<file path="config.mk">
export PLATFORM = sky130hd
export DESIGN_NAME = pe_rr_arbiter
export DESIGN_NICKNAME = d
export VERILOG_FILES = /design/src/rtl/pe_rr_arbiter.sv
export SDC_FILE = /design/constraint.sdc
export NUM_CORES = 1
export LEC_CHECK = 0
export ABC_AREA = 1
export BUFFER_PORTS_ARGS = -buffer_cell sky130_fd_sc_hd__buf_2
export CAP_MARGIN = 15
export CELL_PAD_IN_SITES_DETAIL_PLACEMENT = 0
export CELL_PAD_IN_SITES_GLOBAL_PLACEMENT = 1
export CORE_MARGIN = 2
export CORE_UTILIZATION = 41
export CTS_CLUSTER_DIAMETER = 30
export CTS_CLUSTER_SIZE = 25
export DETAILED_ROUTE_END_ITERATION = 16
export GPL_TIMING_DRIVEN = 0
export PLACE_DENSITY_LB_ADDON = 0.05
export SLEW_MARGIN = 20
export SYNTH_ARGS = -nofsm -noshare
export SYNTH_HDL_FRONTEND = slang
export SYNTH_SLANG_ARGS = --single-unit
</file>
<file path="constraint.sdc">
create_clock -name clk -period 3.7 [get_ports clk]
set_input_delay 0.37 -clock clk [delete_from_list [all_inputs] [get_ports clk]]
set_output_delay 0.37 -clock clk [all_outputs]
set_load 0.02 [all_outputs]
</file>
<file path="src/rtl/pe_rr_arbiter.sv">
// Round-robin arbiter for one shared resource across 16 requesters.
// Highest-index-wins encoding with a rotating mask, hold timeout and a one-cycle switch-over bubble.
module pe_rr_arbiter #(
    parameter int MAX_HOLD = 255,
    parameter int HOLD_W   = 8
) (
    input  logic        clk,
    input  logic        rst_n,
    input  logic [15:0] req,
    input  logic        done,
    output logic [15:0] gnt,
    output logic [3:0]  gnt_id,
    output logic        gnt_valid,
    output logic        timeout,
    output logic        busy
);

    typedef enum logic {
        IDLE  = 1'b0,
        GRANT = 1'b1
    } state_t;

    localparam logic [HOLD_W-1:0] HOLD_LAST =
        (MAX_HOLD == 0) ? '0 : HOLD_W'(MAX_HOLD - 1);
    localparam bit HOLD_EN = (MAX_HOLD != 0);

    state_t             state_q, state_d;
    logic [3:0]         ptr_q, ptr_d;
    logic [HOLD_W-1:0]  cnt_q, cnt_d;
    logic [15:0]        gnt_q, gnt_d;
    logic [3:0]         gnt_id_q, gnt_id_d;
    logic               gnt_valid_q, gnt_valid_d;
    logic               timeout_q, timeout_d;

    logic [15:0]        below_mask;
    logic [15:0]        masked_req;
    logic [3:0]         masked_id;
    logic [3:0]         req_id;
    logic [3:0]         win_id;
    logic [15:0]        win_onehot;
    logic               owner_req;
    logic               hold_expired;

    // Later iterations override earlier ones, so the highest set index wins.
    function automatic logic [3:0] highest_idx(input logic [15:0] vec);
        logic [3:0] idx;
        idx = 4'd0;
        for (int i = 0; i < 16; i++) begin
            if (vec[i]) begin
                idx = 4'(i);
            end
        end
        return idx;
    endfunction

    assign below_mask = (16'h0001 << ptr_q) - 16'h0001;
    assign masked_req = req & below_mask;
    assign masked_id  = highest_idx(masked_req);
    assign req_id     = highest_idx(req);
    assign win_id     = (masked_req != 16'h0000) ? masked_id : req_id;

    generate
        for (genvar gi = 0; gi < 16; gi++) begin : g_onehot
            assign win_onehot[gi] = (win_id == 4'(gi));
        end
    endgenerate

    assign owner_req    = req[gnt_id_q];
    assign hold_expired = HOLD_EN && (cnt_q == HOLD_LAST);

    always_comb begin
        state_d     = state_q;
        ptr_d       = ptr_q;
        cnt_d       = cnt_q;
        gnt_d       = gnt_q;
        gnt_id_d    = gnt_id_q;
        gnt_valid_d = gnt_valid_q;
        timeout_d   = 1'b0;

        case (state_q)
            IDLE: begin
                if (req != 16'h0000) begin
                    state_d     = GRANT;
                    gnt_d       = win_onehot;
                    gnt_id_d    = win_id;
                    gnt_valid_d = 1'b1;
                    ptr_d       = win_id;
                    cnt_d       = '0;
                end else begin
                    gnt_d       = 16'h0000;
                    gnt_id_d    = 4'd0;
                    gnt_valid_d = 1'b0;
                end
            end
            GRANT: begin
                // Priority order done > withdrawal > timeout keeps the pulse exclusive.
                if (done || !owner_req || hold_expired) begin
                    state_d     = IDLE;
                    gnt_d       = 16'h0000;
                    gnt_id_d    = 4'd0;
                    gnt_valid_d = 1'b0;
                    cnt_d       = '0;
                    timeout_d   = !done && owner_req;
                end else begin
                    cnt_d = (cnt_q == '1) ? cnt_q : cnt_q + 1'b1;
                end
            end
            default: begin
                state_d     = IDLE;
                gnt_d       = 16'h0000;
                gnt_id_d    = 4'd0;
                gnt_valid_d = 1'b0;
            end
        endcase
    end

    always_ff @(posedge clk) begin
        if (!rst_n) begin
            state_q     <= IDLE;
            ptr_q       <= 4'd0;
            cnt_q       <= '0;
            gnt_q       <= 16'h0000;
            gnt_id_q    <= 4'd0;
            gnt_valid_q <= 1'b0;
            timeout_q   <= 1'b0;
        end else begin
            state_q     <= state_d;
            ptr_q       <= ptr_d;
            cnt_q       <= cnt_d;
            gnt_q       <= gnt_d;
            gnt_id_q    <= gnt_id_d;
            gnt_valid_q <= gnt_valid_d;
            timeout_q   <= timeout_d;
        end
    end

    assign gnt       = gnt_q;
    assign gnt_id    = gnt_id_q;
    assign gnt_valid = gnt_valid_q;
    assign timeout   = timeout_q;
    assign busy      = gnt_valid_q;

endmodule

</file>
==> metrics.md, run 1 <==
| Metric | Value |
|---|---|
| Total power | `2.15 mW` |
| Core footprint | `0.00520 mm²` |
| Setup CP Type | `flop to flop` |
| Starting Density | `0.433` |
| Hold WS | `0.362 ns` |
| Total grt overflow | `0` |
| Initial antenna violation count | `0` |
| Post-CTS setup buffers | `0` |
| Synth Cell Area | `0.00225 mm²` |
| CP Cell Sequence | `inv_2 > nand2_2 > nor2_1 > nand2_1 > ha_1 > inv_1 > nand2_1 > nand3_1 > nand2_1 > nand2_1 > nand2_1 > nand2_1 > nand2_1 > nand2_1 > nand2_1 > nand2_1 > nand2_1 > nand2_1 > nand2_1 > nand2_1 > nand2_2 > nand2_4 > nand2_1 > a21oi_1` |
| Post-synth EDFFs | `0` |
| Status | `finished clean` |
| Clk sinks | `35` |
| Vias in the first global route | `2176` |
| Vias per inst | `4.96` |
| Vias | `2340` |
| Final nets | `423` |
| Synth Net Count | `375` |
| WL final | `5760 µm` |
| Top_reg_cell synth | `dfxtp_1` |
| Tot GR Track Use | `0.202` |
| Setup Viol. Count Final | `0` |
| 1st-iter DRT viols | `95` |
| CP required | `3.85 ns` |
| Pwr Density | `815 mW/mm²` |
| HP Class | `input pin to flop` |
| Clk Latency, worst-skew pair | `0.28 ns` |
| Max cap viols | `0` |
| Setup TNS | `0 ns` |
| Synth Register Bits | `35` |
| R2r worst-path depth | `24` |
| FF-to-FF End | `gnt_id[0]$_SDFFE_PN0N_` |
| CP Data Arrival Time | `2.78 ns` |
| Synth area leaders | `dfxtp_1, nand2_1, a21oi_1` |
| CP max stage delay | `0.44 ns` |
| Reg2reg start | `ptr_q[1]$_SDFFE_PN0P_` |
| Max H-tree Level | `2` |
| FFs w/ async S/R, synth | `0` |
| Clock slew at reported path FFs | `0.07 ns` |
| First-pass GRT wire length | `9980 µm` |
| I/O pins | `42` |
| Leak Pwr | `1.21 nW` |
| Critical path fanouts, max | `9` |
| Number of synthesis warnings | `0` |
| Clock Path Buffers | `2` |
| Reg-to-reg slack, setup | `1.07 ns` |
| Min Tclk post-route | `2.63 ns` |
| Skew final | `0.00698 ns` |
| Area leader, netlist | `dfxtp_1` |
| Period utilization | `0.710` |
| First-pass iteration count of the detailed router | `4` |
| Die H | `78.2 µm` |
| Largest net degree at the start of global routing | `12` |
| Die X | `78.2 µm` |
| Startpoint types | `flop` |
| IO buf count | `41` |
| Top cell type's share of synthesized area | `0.311` |
| Post-CTS Resized | `0` |
| Count of cell types in the netlist | `34` |
| Most common cell on crit path | `nand2_1` |
| Detail Route Antenna Nets | `0` |
| Post-synthesis sequential area ratio | `0.311` |
| Hold worst-path end | `timeout$_SDFF_PN0_` |
| Post-route DRC violation count | `0` |
| Unrepaired setup endpoints after global routing | `false` |
| CTS tree | `built` |
| WL/cell | `12.2 µm` |
| Area Growth Syn to Fin | `16.8%` |
| Slew headroom | `0.711` |
| Hold_sp | `done` |
| Num rows | `26` |
| Slew Viols, Final | `0` |
| Final HPWL DP | `4600 µm` |
| CTS Hold Bufs | `0` |
| Final Hold Viols | `0` |
| Clock Tree Root | `clkbuf_8` |
| Total CTS buffers | `5` |
| Full die area | `0.00611 mm²` |
| Fmax | `0.381 GHz` |
| Hold depth | `4` |
| Worst path slowest cell | `dfxtp_1` |
| N_diodes | `0` |
| VDD IR-drop max | `0.365 mV` |
| Final GP Congestion | `0.794` |
| Mapped Cells | `353` |
| Post-Syn Area per Cell | `6.39 µm²` |
| Layout cells sized above 1 | `0.204` |
| Worst slew pin tran | `0.433 ns` |
| CP endpoint kind | `flop` |
critical path, delay by kind of cell (launching register included):
kind | cells | cell delay (ns)
compound gates | 1 | 0.07
fa+ha+maj | 1 | 0.28
buf+inv | 2 | 0.18
simple gates | 20 | 1.51
flops | 1 | 0.44
logic make-up after synthesis:
logic type | after synthesis | share of synthesized area
AND/OR/NAND/NOR | 192 | 0.404
XOR/XNOR | 3 | 0.0117
AO/OA/AOI/OAI | 66 | 0.164
adder cells (fa/ha/maj) | 3 | 0.0166
buffers and inverters | 54 | 0.0932
flip-flops | 35 | 0.311
metrics by stage:
stage / cells / cell area (µm²) / setup slack (ns) / utilization
3_3_place_gp: 464 / 2550 / 1.08 / 0.489
2_1_floorplan: 353 / 2250 / 1.53 / -
4_1_cts: 472 / 2630 / 1.08 / 0.506
5_1_grt: 472 / 2630 / 0.783 / 0.506
3_5_place_dp: 464 / 2550 / 1.08 / 0.489
6_report: 472 / 2630 / 1.07 / 0.506
Yosys cell counts (3+ instances only):
| cell | number |
|---|---|
| nand2_2 | 5 |
| nor2_4 | 3 |
| clkbuf_1 | 4 |
| a21oi_1 | 39 |
| nand3_2 | 6 |
| inv_2 | 4 |
| o21ai_0 | 14 |
| buf_2 | 3 |
| nand4_1 | 11 |
| ha_1 | 3 |
| nor3_1 | 5 |
| dfxtp_1 | 35 |
| nand2_1 | 95 |
| o211ai_1 | 4 |
| inv_1 | 41 |
| nor2_2 | 5 |
| nor2_1 | 29 |
| nand3_1 | 27 |
how the worst max path moves through the flow:
| stage | startpoint | to | cells past startpoint |
|---|---|---|---|
| 2_1_floorplan | ptr_q[1]$_SDFFE_PN0P_ | gnt_id[0]$_SDFFE_PN0N_ | 23 |
| 3_3_place_gp | ptr_q[1]$_SDFFE_PN0P_ | gnt_id[0]$_SDFFE_PN0N_ | 24 |
| 3_5_place_dp | ptr_q[1]$_SDFFE_PN0P_ | gnt_id[0]$_SDFFE_PN0N_ | 24 |
| 4_1_cts | ptr_q[1]$_SDFFE_PN0P_ | gnt_id[0]$_SDFFE_PN0N_ | 24 |
| 5_1_grt | ptr_q[1]$_SDFFE_PN0P_ | gnt[15]$_SDFFE_PN0N_ | 24 |
| 6_report | ptr_q[1]$_SDFFE_PN0P_ | gnt_id[0]$_SDFFE_PN0N_ | 24 |
flip-flops by register name, indices dropped and copies added, names as in the netlist:
name and flops:
ptr_q 4, state_q 1, cnt_q 8, gnt 16
timeout 1, gnt_id 4, busy 1
power breakdown:
part           switching [mW]  total (mW)  internal, mW  leakage [nW]
Combinational           0.929        1.36         0.426         0.882
Clock                   0.133       0.264         0.131        0.0412
Sequential             0.0661       0.526         0.460         0.285
Total                    1.13        2.15          1.02          1.21
cells in the final DEF, fill, tap and decap left out, types with 6 or more instances in the layout:
cell     synthesis  final
o21ai_0         14     14
a21oi_1         39     39
nor2_1          29     29
inv_1           41     41
dfxtp_1         35     35
nand2_1         95     95
buf_2            3     44
nand3_2          6      6
nand3_1         27     27
nand4_1         11     11
metal layers:
metal  global-route usage  vias up  part of all wire
met3               0.0414        8             0.044
li1                     -     1249                 -
met5                    0        -                 0
met1                0.262     1038              0.48
met4               0.0596        0             0.014
met2                0.339       45              0.46
area by class of cell:
class                      count  area (µm²)
buffer                         8        37.5
clock buffer                   6        72.6
clock inverter                 2        12.5
fill                         572        2570
inverter                      46         173
multi-input combinational    264        1340
sequential                    35         701
tap                           70        87.6
timing repair buffer          41         205
Note: power is estimated with default switching activity, not from simulation.
==> run 2, diff against run 1 <==
--- a/config.mk
+++ b/config.mk
@@ -11,7 +11,7 @@
 export CELL_PAD_IN_SITES_DETAIL_PLACEMENT = 0
 export CELL_PAD_IN_SITES_GLOBAL_PLACEMENT = 1
 export CORE_MARGIN = 2
-export CORE_UTILIZATION = 41
+export CORE_UTILIZATION = 38
 export CTS_CLUSTER_DIAMETER = 30
 export CTS_CLUSTER_SIZE = 25
 export DETAILED_ROUTE_END_ITERATION = 16
==> constraint.sdc (replaced) <==
create_clock -name clk -period 2.65 [get_ports clk]
set_input_delay 0.265 -clock clk [delete_from_list [all_inputs] [get_ports clk]]
set_output_delay 0.265 -clock clk [all_outputs]
set_load 0.02 [all_outputs]
==> metrics.md, run 2 (synthesis gave the netlist of run 1 again) <==
| Metric | Value |
|---|---|
| Status | `finished clean` |
| Min Tclk post-route | `2.43 ns (-0.196 ns)` |
| Post-route DRC violation count | `0 (unchanged)` |
| Most frequent cells in the layout | `nand2_1, buf_2, inv_1` |
| Starting Density | `0.388 (-0.0455)` |
| Largest net degree at the start of global routing | `13 (+1)` |
| Max cap viols | `0 (unchanged)` |
| CTS tree | `built` |
| Post-Layout Inst Area | `0.00275 mm² (+4.3%)` |
| CP endpoint kind | `flop` |
| Vias in the first global route | `2200 (+1.1%)` |
| Net Switching | `1.69 mW (+50%)` |
| Final HPWL DP | `4920 µm (+6.8%)` |
| WL/cell | `12.6 µm (+3.5%)` |
| Layout cells sized above 1 | `0.228 (+0.0237)` |
| Hold_sp | `rst_n` |
| Critical path fanouts, max | `7 (-2)` |
| Switching share of total power | `0.503 (-0.0227)` |
| Pre-CTS WS | `0.0108 ns (-1.07 ns)` |
| Reg2reg start | `ptr_q[3]$_SDFFE_PN0P_` |
| Initial antenna violation count | `0 (unchanged)` |
| Clk Latency, worst-skew pair | `0.29 ns (about the same)` |
| Area Growth Syn to Fin | `21.8%` |
| First-pass GRT wire length | `10100 µm (+0.96%)` |
| CTS Hold Bufs | `0 (unchanged)` |
| Clock Tree Root | `clkbuf_8` |
| Die H | `81.0 µm (+3.7%)` |
| Full die area | `0.00657 mm² (+7.5%)` |
| Leak Pwr | `1.25 nW (+3.2%)` |
| Seq pwr share | `0.224 (-0.021)` |
| I/O pins | `42 (unchanged)` |
| Pwr Density | `1220 mW/mm² (+50%)` |
| Slew Viols, Final | `0 (unchanged)` |
| Setup CP Type | `flop to flop` |
| Clock Path Buffers | `2 (unchanged)` |
| Max H-tree Level | `2 (unchanged)` |
| Tot GR Track Use | `0.197 (-0.00489)` |
| Final GP Congestion | `0.844 (+6.4%)` |
| Num rows | `28 (+7.7%)` |
| WL final | `6050 µm (+5.1%)` |
| Skew final | `0.0101 ns (+0.00311 ns)` |
| Most common cell after layout, fill and taps aside | `nand2_1` |
| Startpoint types | `flop` |
| N_diodes | `0 (unchanged)` |
| Clock slew at reported path FFs | `0.07 ns (about the same)` |
| Vias per inst | `4.93 (-0.53%)` |
| Max FFs per register | `16 (unchanged)` |
| Detail Route Antenna Nets | `0 (unchanged)` |
| Worst Setup SP | `ptr_q[3]$_SDFFE_PN0P_` |
| Worst slew pin tran | `0.459 ns (+0.0263 ns)` |
| Setup ws final | `0.221 ns (-0.854 ns)` |
| Placed Area | `0.00255 mm² (+0.25%)` |
| Fmax | `0.412 GHz (+8.1%)` |
| Die X | `81.0 µm (+3.7%)` |
| Clock share of power | `0.142 (+0.019)` |
| CP Data Arrival Time | `2.65 ns (-0.13 ns)` |
| Clk sinks | `35 (unchanged)` |
| Vias | `2362 (+0.94%)` |
| Final Hold Viols | `0 (unchanged)` |
| CP required | `2.87 ns (-0.98 ns)` |
| VDD IR-drop max | `0.462 mV (+26%)` |
| Slew headroom | `0.694 (-0.0175)` |
| Total internal power | `1.67 mW (+64%)` |
| Total CTS buffers | `5 (unchanged)` |
| Period utilization | `0.917 (+0.207)` |
| 1st-iter DRT viols | `120 (+26%)` |
| HP Class | `input pin to flop` |
| Setup Viol. Count Final | `0 (unchanged)` |
| Power share of the combinational group | `0.634 (+0.002)` |
| Core footprint | `0.00582 mm² (+12%)` |
| Final nets | `425 (+0.47%)` |
| Total grt overflow | `0 (unchanged)` |
| IO buf count | `41 (unchanged)` |
| First-pass iteration count of the detailed router | `4 (unchanged)` |
[run 2: area by class of cell]
type / count / area (µm²)
Timing Repair Buffer: 43 / 233
Fill cell: 662 / 3070
Inverter: 46 / 175
Tap cell: 75 / 93.8
Clock buffer: 5 / 68.8
Sequential cell: 35 / 706
Clock inverter: 3 / 43.8
Multi-Input combinational cell: 264 / 1390
Buffer: 8 / 37.5
[run 2: metal layers]
metal  track usage  up-vias  routed length, µm
li1              -     1257                  -
met1         0.264     1066               2970
met2         0.331       34               2840
met3        0.0300        5                180
met4        0.0508        0                 54
met5             0        -                  0
[run 2: stage by stage]
stage | util | instances | total power, mW | hold WS (ns) | TNS [ns]
after global placement | 0.439 | 469 | 2.64 | 0.443 | 0
after floorplan | - | 353 | 2.20 | 0.403 | 0
final | 0.472 | 479 | 3.36 | 0.249 | 0
after detailed placement | 0.439 | 469 | 2.66 | 0.453 | 0
after global routing | 0.472 | 479 | 3.68 | 0.264 | -0.0755
after CTS | 0.459 | 477 | 3.16 | 0.240 | 0
[run 2: worst max-delay path, stage by stage, from the launching register on]
cell and delay [ns]:
dfxtp_1 0.40, nor2_2 0.26, nand2_1 0.14, ha_4 0.28
nor2_1 0.05, a21oi_1 0.16, nand3_1 0.15, nor3_4 0.19
nand2_1 0.12, nand2_1 0.09, nand2_2 0.08, nor2_2 0.20
nand4_1 0.12, a21oi_1 0.12
[run 2: final timing paths]
path                                         endpoint  slack (ns)  cells past startpoint
worst min register to register  cnt_q[7]$_SDFFE_PN0P_        0.46                      1
worst max register to register   gnt[10]$_SDFFE_PN0N_        0.22                     13
worst max-delay path             gnt[10]$_SDFFE_PN0N_        0.22                     13
worst min-delay path            ptr_q[3]$_SDFFE_PN0P_        0.25                      3
[run 2: power groups by stage]
stage / Clock, mW / Sequential [mW] / Combinational, mW
floorplan: 0 / 0.833 / 1.36
global placement: 0 / 0.750 / 1.89
detailed placement: 0 / 0.752 / 1.91
CTS: 0.497 / 0.741 / 1.92
global route: 0.516 / 0.772 / 2.39
finish: 0.477 / 0.753 / 2.13
[run 2: repair_timing]
action / 4_1_cts / 5_1_grt
buffers inserted: 0 / 2
endpoints found under the setup margin: 3 / 21
pin swaps: 0 / 2
gates cloned: 0 / 0
resized for setup: 1 / 12
